<file path="config.mk">
export PLATFORM = sky130hd
export DESIGN_NAME = pc_redirect_ctrl
export DESIGN_NICKNAME = d
export VERILOG_FILES = /design/src/rtl/pc_ctrl_pkg.sv /design/src/rtl/pc_redirect_ctrl_hazard_detect.sv /design/src/rtl/pc_redirect_ctrl.sv
export SDC_FILE = /design/constraint.sdc
export NUM_CORES = 1
export LEC_CHECK = 0
export CELL_PAD_IN_SITES_DETAIL_PLACEMENT = 1
export CELL_PAD_IN_SITES_GLOBAL_PLACEMENT = 1
export CORE_ASPECT_RATIO = 0.6
export CORE_MARGIN = 4
export CORE_UTILIZATION = 22
export DETAILED_ROUTE_END_ITERATION = 6
export PLACE_DENSITY_LB_ADDON = 0.1
export SYNTH_ARGS = -nofsm -noshare
export SYNTH_HDL_FRONTEND = slang
export SYNTH_SLANG_ARGS = --single-unit
</file>
<file path="constraint.sdc">
create_clock -name clk -period 2.2 [get_ports clk]
set_clock_uncertainty 0.1 [all_clocks]
set_input_delay 0.44 -clock clk [delete_from_list [all_inputs] [get_ports clk]]
set_output_delay 0.44 -clock clk [all_outputs]
set_load 0.1 [all_outputs]
</file>
<file path="src/rtl/pc_ctrl_pkg.sv">
// Shared constants for the PC redirect / fetch sequencing control block.
// State codes are plain localparams so legacy code can compare against them directly.
package pc_ctrl_pkg;

    localparam int REG_ADDR_W = 5;
    localparam int PC_INC     = 4;

    typedef logic [1:0] pc_state_t;

    localparam pc_state_t ST_RUN    = 2'd0;
    localparam pc_state_t ST_DRAIN  = 2'd1;
    localparam pc_state_t ST_HALTED = 2'd2;

endpackage

</file>
<file path="src/rtl/pc_redirect_ctrl_hazard_detect.sv">
// Load-use hazard detection: a load in EX whose destination feeds the ID
// instruction forces a one-cycle stall. Register x0 never creates a hazard.
module hazard_detect
    import pc_ctrl_pkg::*;
(
    input  logic                  idex_mem_read,
    input  logic [REG_ADDR_W-1:0] idex_rd,
    input  logic [REG_ADDR_W-1:0] ifid_rs1,
    input  logic [REG_ADDR_W-1:0] ifid_rs2,
    output logic                  load_use_stall
);

    always_comb begin
        load_use_stall = idex_mem_read
                       && (idex_rd != '0)
                       && ((idex_rd == ifid_rs1) || (idex_rd == ifid_rs2));
    end

endmodule

</file>
<file path="src/rtl/pc_redirect_ctrl.sv">
// PC register, fetch sequencing and halt/drain FSM for the 5-stage core.
// Optional taken-redirect counter is built when PC_REDIRECT_PERF_EN is defined.
module pc_redirect_ctrl
    import pc_ctrl_pkg::*;
#(
    parameter int PC_W         = 9,
    parameter int RESET_PC     = 0,
    parameter int DRAIN_CYCLES = 3
) (
    input  logic                  clk,
    input  logic                  reset,
    input  logic                  br_pc_sel,
    input  logic [31:0]           br_target,
    input  logic                  ex_valid,
    input  logic                  idex_mem_read,
    input  logic [REG_ADDR_W-1:0] idex_rd,
    input  logic [REG_ADDR_W-1:0] ifid_rs1,
    input  logic [REG_ADDR_W-1:0] ifid_rs2,
    input  logic                  mem_busy,
    input  logic                  halt_req,
    input  logic                  resume,
    output logic [PC_W-1:0]       pc,
    output logic                  ifid_en,
    output logic                  ifid_flush,
    output logic                  idex_flush,
    output logic                  pipe_hold,
    output logic                  halted,
    output logic [31:0]           redirect_count
);

    localparam int CNT_W = (DRAIN_CYCLES > 1) ? $clog2(DRAIN_CYCLES) : 1;

    pc_state_t        state_q, state_d;
    logic [PC_W-1:0]  pc_q, pc_d;
    logic [CNT_W-1:0] drain_cnt_q, drain_cnt_d;
    logic             load_use_stall;
    logic             redirect;
    logic             redirect_fire;
    logic             unused_br_bits;

    assign redirect       = br_pc_sel && ex_valid;
    assign unused_br_bits = ^br_target[31:PC_W];

    hazard_detect u_hazard_detect (
        .idex_mem_read  (idex_mem_read),
        .idex_rd        (idex_rd),
        .ifid_rs1       (ifid_rs1),
        .ifid_rs2       (ifid_rs2),
        .load_use_stall (load_use_stall)
    );

    always_comb begin
        state_d       = state_q;
        pc_d          = pc_q;
        drain_cnt_d   = drain_cnt_q;
        redirect_fire = 1'b0;
        ifid_en       = 1'b0;
        ifid_flush    = 1'b0;
        idex_flush    = 1'b0;
        pipe_hold     = 1'b0;
        halted        = 1'b0;

        case (state_q)
            ST_RUN: begin
                // A frozen EX keeps presenting its branch, so it is honoured after mem_busy drops
                if (mem_busy) begin
                    pipe_hold = 1'b1;
                end else begin
                    if (redirect) begin
                        pc_d          = br_target[PC_W-1:0];
                        ifid_flush    = 1'b1;
                        idex_flush    = 1'b1;
                        redirect_fire = 1'b1;
                    end else if (load_use_stall) begin
                        idex_flush = 1'b1;
                    end else if (!halt_req) begin
                        pc_d    = pc_q + PC_W'(PC_INC);
                        ifid_en = 1'b1;
                    end
                    if (halt_req) begin
                        state_d     = ST_DRAIN;
                        drain_cnt_d = '0;
                    end
                end
            end
            ST_DRAIN: begin
                ifid_flush = 1'b1;
                idex_flush = 1'b1;
                pipe_hold  = mem_busy;
                // Late redirects still land so the resume address is correct
                if (redirect) begin
                    pc_d          = br_target[PC_W-1:0];
                    redirect_fire = 1'b1;
                end
                if (!mem_busy) begin
                    if (drain_cnt_q == CNT_W'(DRAIN_CYCLES - 1)) begin
                        state_d     = ST_HALTED;
                        drain_cnt_d = '0;
                    end else begin
                        drain_cnt_d = drain_cnt_q + 1'b1;
                    end
                end
            end
            ST_HALTED: begin
                halted     = 1'b1;
                ifid_flush = 1'b1;
                idex_flush = 1'b1;
                if (resume) begin
                    state_d     = ST_RUN;
                    drain_cnt_d = '0;
                end
            end
            default: begin
                state_d     = ST_RUN;
                drain_cnt_d = '0;
            end
        endcase

        if (reset) begin
            ifid_en       = 1'b0;
            ifid_flush    = 1'b1;
            idex_flush    = 1'b1;
            pipe_hold     = 1'b0;
            halted        = 1'b0;
            redirect_fire = 1'b0;
        end
    end

    always_ff @(posedge clk) begin
        if (reset) begin
            state_q     <= ST_RUN;
            pc_q        <= PC_W'(RESET_PC);
            drain_cnt_q <= '0;
        end else begin
            state_q     <= state_d;
            pc_q        <= pc_d;
            drain_cnt_q <= drain_cnt_d;
        end
    end

    assign pc = pc_q;

`ifdef PC_REDIRECT_PERF_EN
    logic [31:0] redirect_count_q, redirect_count_d;

    always_comb begin
        redirect_count_d = redirect_count_q + {31'd0, redirect_fire};
    end

    always_ff @(posedge clk) begin
        if (reset) begin
            redirect_count_q <= '0;
        end else begin
            redirect_count_q <= redirect_count_d;
        end
    end

    assign redirect_count = redirect_count_q;
`else
    logic unused_redirect_fire;

    assign unused_redirect_fire = redirect_fire;
    assign redirect_count       = '0;
`endif

endmodule
</file>
==> impl_summary.log <==
INFO  metric outcome = finished with violations
INFO  metric failed_checks = setup timing
INFO  metric timing.hold.worst_endpoint = pc[1]
INFO  metric period_share = 1.08
INFO  metric slowest_stage = sky130_fd_sc_hd__or4_4
INFO  metric total_power = approximately 2400 uW
INFO  metric cpLargestDelayFamily = simple AND/OR/NAND/NOR gates
INFO  metric rows = 21
INFO  metric max_capacitance_violation_total = 0
INFO  metric dieHeight = between 60 and 70 um
INFO  metric synthMostInstantiatedCell = sky130_fd_sc_hd__buf_4
INFO  metric min-delay-path-class = flip-flop to flip-flop
INFO  metric via_count_of_the_first_global_routing_pass = about 1.6k
INFO  metric max-clock-path-buffers = 2
INFO  metric grt_first_pass_wirelength = between 8000 and 9000 um
INFO  metric path_clk_slew = 0.06 ns
INFO  metric dpl.hpwl = between 4000 and 5000 um
INFO  metric worst_hold_path.num_cells = 2
INFO  metric finalNetCount = approximately 320
INFO  metric drt-pass1-iter-count = 4
INFO  metric floorplan.die_area = around 7300 sq um
INFO  metric grt_antenna_before_repair = 0
INFO  metric power_per_cell_area = 1030 nW/um^2
INFO  metric register_area_share_after_synthesis = 0.197
INFO  metric synth_common_cells = sky130_fd_sc_hd__buf_4 (32), sky130_fd_sc_hd__a21oi_1 (14), sky130_fd_sc_hd__dfxtp_1 (13)
INFO  metric power_frac_clock = 0.099
INFO  metric dp_cells = between 300 and 400
INFO  metric iteration_0_drc_markers = 77
INFO  metric critPathMaxStageDelay = ~0.54 ns
INFO  metric power.share.switching = 0.550
INFO  metric area_growth = 74.7%
INFO  metric asr_flop_ratio_synth = 0
INFO  metric ys.warnings.count = 0
INFO  metric fraction_of_post_synthesis_cell_area_in_the_top_cell_type_by_area = 0.197
INFO  metric post_synth_main_area_contributors = sky130_fd_sc_hd__dfxtp_1 (20%), sky130_fd_sc_hd__buf_4 (18%), sky130_fd_sc_hd__xnor2_1 (6.6%)
INFO  metric final-instance-count-excl-fill = approximately 340
INFO  metric drt-total-wl = around 5200 um
INFO  metric clk_latency = ~0.26 ns
INFO  metric reg2reg_depth = 8
INFO  metric sequentialPowerShare = 0.141
INFO  metric worstPathCellList = buf_6, or4_4, o21ai_4, o21ai_2, nor4b_4, buf_12
INFO  metric post_drt_wl_per_cell = ~15 um
INFO  metric number_of_synthesized_register_bits = 13
INFO  metric via_count = 1481
INFO  metric worst-path-max-fanout = 2
INFO  metric globalRouteOverflowTotal = 0
INFO  metric tritoncts = done
INFO  metric startpoint_type = input port
INFO  metric globalplace.congestion = 0.860
INFO  metric drt.antenna.violating_nets = 0
INFO  metric core_region_area = between 5000 and 6000 sq um
INFO  metric worst_hold_startpoint = pc[1]
INFO  metric rsz0062_at_grt = true
INFO  metric initial_core_util = 0.232
INFO  metric grt_start_max_net_pins = 20
INFO  metric synthDominantAreaCellType = sky130_fd_sc_hd__dfxtp_1
INFO  metric crit-reg2reg-capture = pc[2]
INFO  metric peak_ir_drop_on_the_vdd_network = 0.293 mV
INFO  metric worst-endpoint-required = approximately 1.7 ns
INFO  metric synth_edf_count = 0
INFO  metric die_x = 108 um
INFO  metric power_switching = ~1300 uW
INFO  metric clk_root_buffer_cell = sky130_fd_sc_hd__clkbuf_8
INFO  metric dp_area = slightly above 2000 sq um
INFO  metric worstPathBufferInverterCount = 2
INFO  metric number_of_placed_i_o_pins = 101
INFO  metric period_needed = roughly 2.4 ns
INFO  metric regToRegSetupSlack = 0.20 ns
INFO  metric clkSinkCount = 13
INFO  metric per_instance_average_area_after_synthesis = 7.58 sq um
INFO  metric port_buffers = 45
INFO  metric synth.distinct_cells = 40
INFO  metric dominantRegCellSynth = sky130_fd_sc_hd__dfxtp_1
INFO  metric layout.cell_area.non_filler = approximately 2300 sq um
INFO  metric remaining_drc_errors = 0
INFO  metric worstSetupEndpointType = output pin
INFO  metric vias_per_cell = about 4.3
INFO  metric setup-violations-final = 3
INFO  metric antenna-diode-count = 0
INFO  metric critPathKind = input port to output pin
INFO  metric synth_cells = between 150 and 200
INFO  metric final_layout_size_suffix_gt1_frac = 0.368
INFO  metric p_leak = about 0.001 uW
INFO  metric cts_htree_levels = 1
INFO  metric p_comb_frac = 0.759
INFO  metric cp_data_arrival_time = ~1.8 ns
INFO  metric power.internal = 1070 uW
INFO  metric slew_violations = 0
INFO  metric global_route_total_usage_across_every_layer = 0.144
INFO  metric netlist_area_before_placement = around 1300 sq um
INFO  metric fmaxAchievable = ~420 MHz
INFO  metric cts_buf_count = 3
INFO  metric worstReg2RegStart = state_q[0]
INFO  metric worst_slack = -0.180 ns
INFO  metric hold_violations = 0
[per-stage QoR]
step	setup WS [ns]	setup TNS, ns	util	hold WS (ns)
floorplan	-0.686	-0.690	-	0.402
global placement	-0.571	-3.04	0.355	0.361
detailed placement	-0.596	-3.40	0.355	0.370
CTS	-0.193	-0.378	0.388	0.381
global route	-0.236	-0.477	0.406	0.410
finish	-0.180	-0.342	0.406	0.372
[timing repair]
| item | in CTS | in global routing |
|---|---|---|
| endpoints found under the hold margin | 0 | 0 |
| endpoints found under the setup margin | 9 | 8 |
| hold buffers | 0 | 0 |
| pin swaps | 20 | 16 |
| resized for setup | 38 | 25 |
| buffers inserted | 16 | 1 |
[cell families after synthesis]
family,synth area share
compound gates,0.220
xor+xnor,0.0664
fa+ha+maj,0.0474
buf+inv,0.209
flops,0.197
mux,0.0323
other cells,0.00284
simple gates,0.225
[cells in the final DEF (no fill, tap or decap), types with 3 or more instances in the layout]
master,count
sky130_fd_sc_hd__buf_4,46
sky130_fd_sc_hd__conb_1,32
sky130_fd_sc_hd__clkdlybuf4s50_1,16
sky130_fd_sc_hd__nand2_1,12
sky130_fd_sc_hd__a21oi_1,12
sky130_fd_sc_hd__dfxtp_1,12
sky130_fd_sc_hd__nor2_1,10
sky130_fd_sc_hd__xnor2_2,8
sky130_fd_sc_hd__buf_6,8
sky130_fd_sc_hd__nand3_1,7
sky130_fd_sc_hd__dlygate4sd2_1,6
sky130_fd_sc_hd__buf_12,6
sky130_fd_sc_hd__inv_1,5
sky130_fd_sc_hd__nor2b_1,5
sky130_fd_sc_hd__o21ai_0,5
sky130_fd_sc_hd__nor3_1,5
sky130_fd_sc_hd__nand2b_1,4
sky130_fd_sc_hd__o21ai_2,3
sky130_fd_sc_hd__o2bb2ai_1,3
sky130_fd_sc_hd__o211ai_1,3
sky130_fd_sc_hd__ha_1,3
sky130_fd_sc_hd__clkbuf_8,3
sky130_fd_sc_hd__clkdlybuf4s15_1,3
[worst max path at each step]
stage	slack [ns]	endpoint	cells past startpoint	from
3_5_place_dp	-0.60	ifid_en	6	idex_rd[1]
3_3_place_gp	-0.57	ifid_en	6	idex_rd[1]
5_1_grt	-0.24	ifid_en	6	idex_rd[4]
6_report	-0.18	ifid_en	6	idex_rd[4]
2_1_floorplan	-0.69	ifid_en	4	idex_rd[1]
4_1_cts	-0.19	ifid_en	6	idex_rd[4]
[worst min-delay path, delay by kind of cell (launching register included)]
kind               cells  cell delay, ns
and+or+nand+nor        1            0.06
DFF                    1            0.31
AOI/OAI and AO/OA      1            0.05
[layer usage]
metal  vias to the layer above  track usage  part of all wire
li1                        723            -                 -
met1                       697        0.194              0.48
met2                        59        0.235              0.44
met3                         2       0.0405             0.073
met4                         0       0.0252            0.0052
met5                         -            0                 0
[cell type report]
class | instances | area (sq um)
flip-flops and latches | 13 | 262
fillers | 699 | 3370
multi-input cells | 151 | 1060
inverters | 5 | 18.8
repair buffers | 88 | 813
clock buffers | 4 | 45.0
well taps | 80 | 100
[sequential cells by signal, indices dropped and copies added, names as in the netlist]
name         cells
drain_cnt_q      2
pc               9
state_q          2
[power groups by stage]
stage | clock [uW] | combinational, uW | sequential, uW
after CTS | 245 | 1720 | 335
after global routing | 252 | 1910 | 344
final | 236 | 1810 | 337
after detailed placement | 0 | 1650 | 338
after global placement | 0 | 1640 | 335
after floorplan | 0 | 971 | 501
Power figures use the tool's default switching activity.
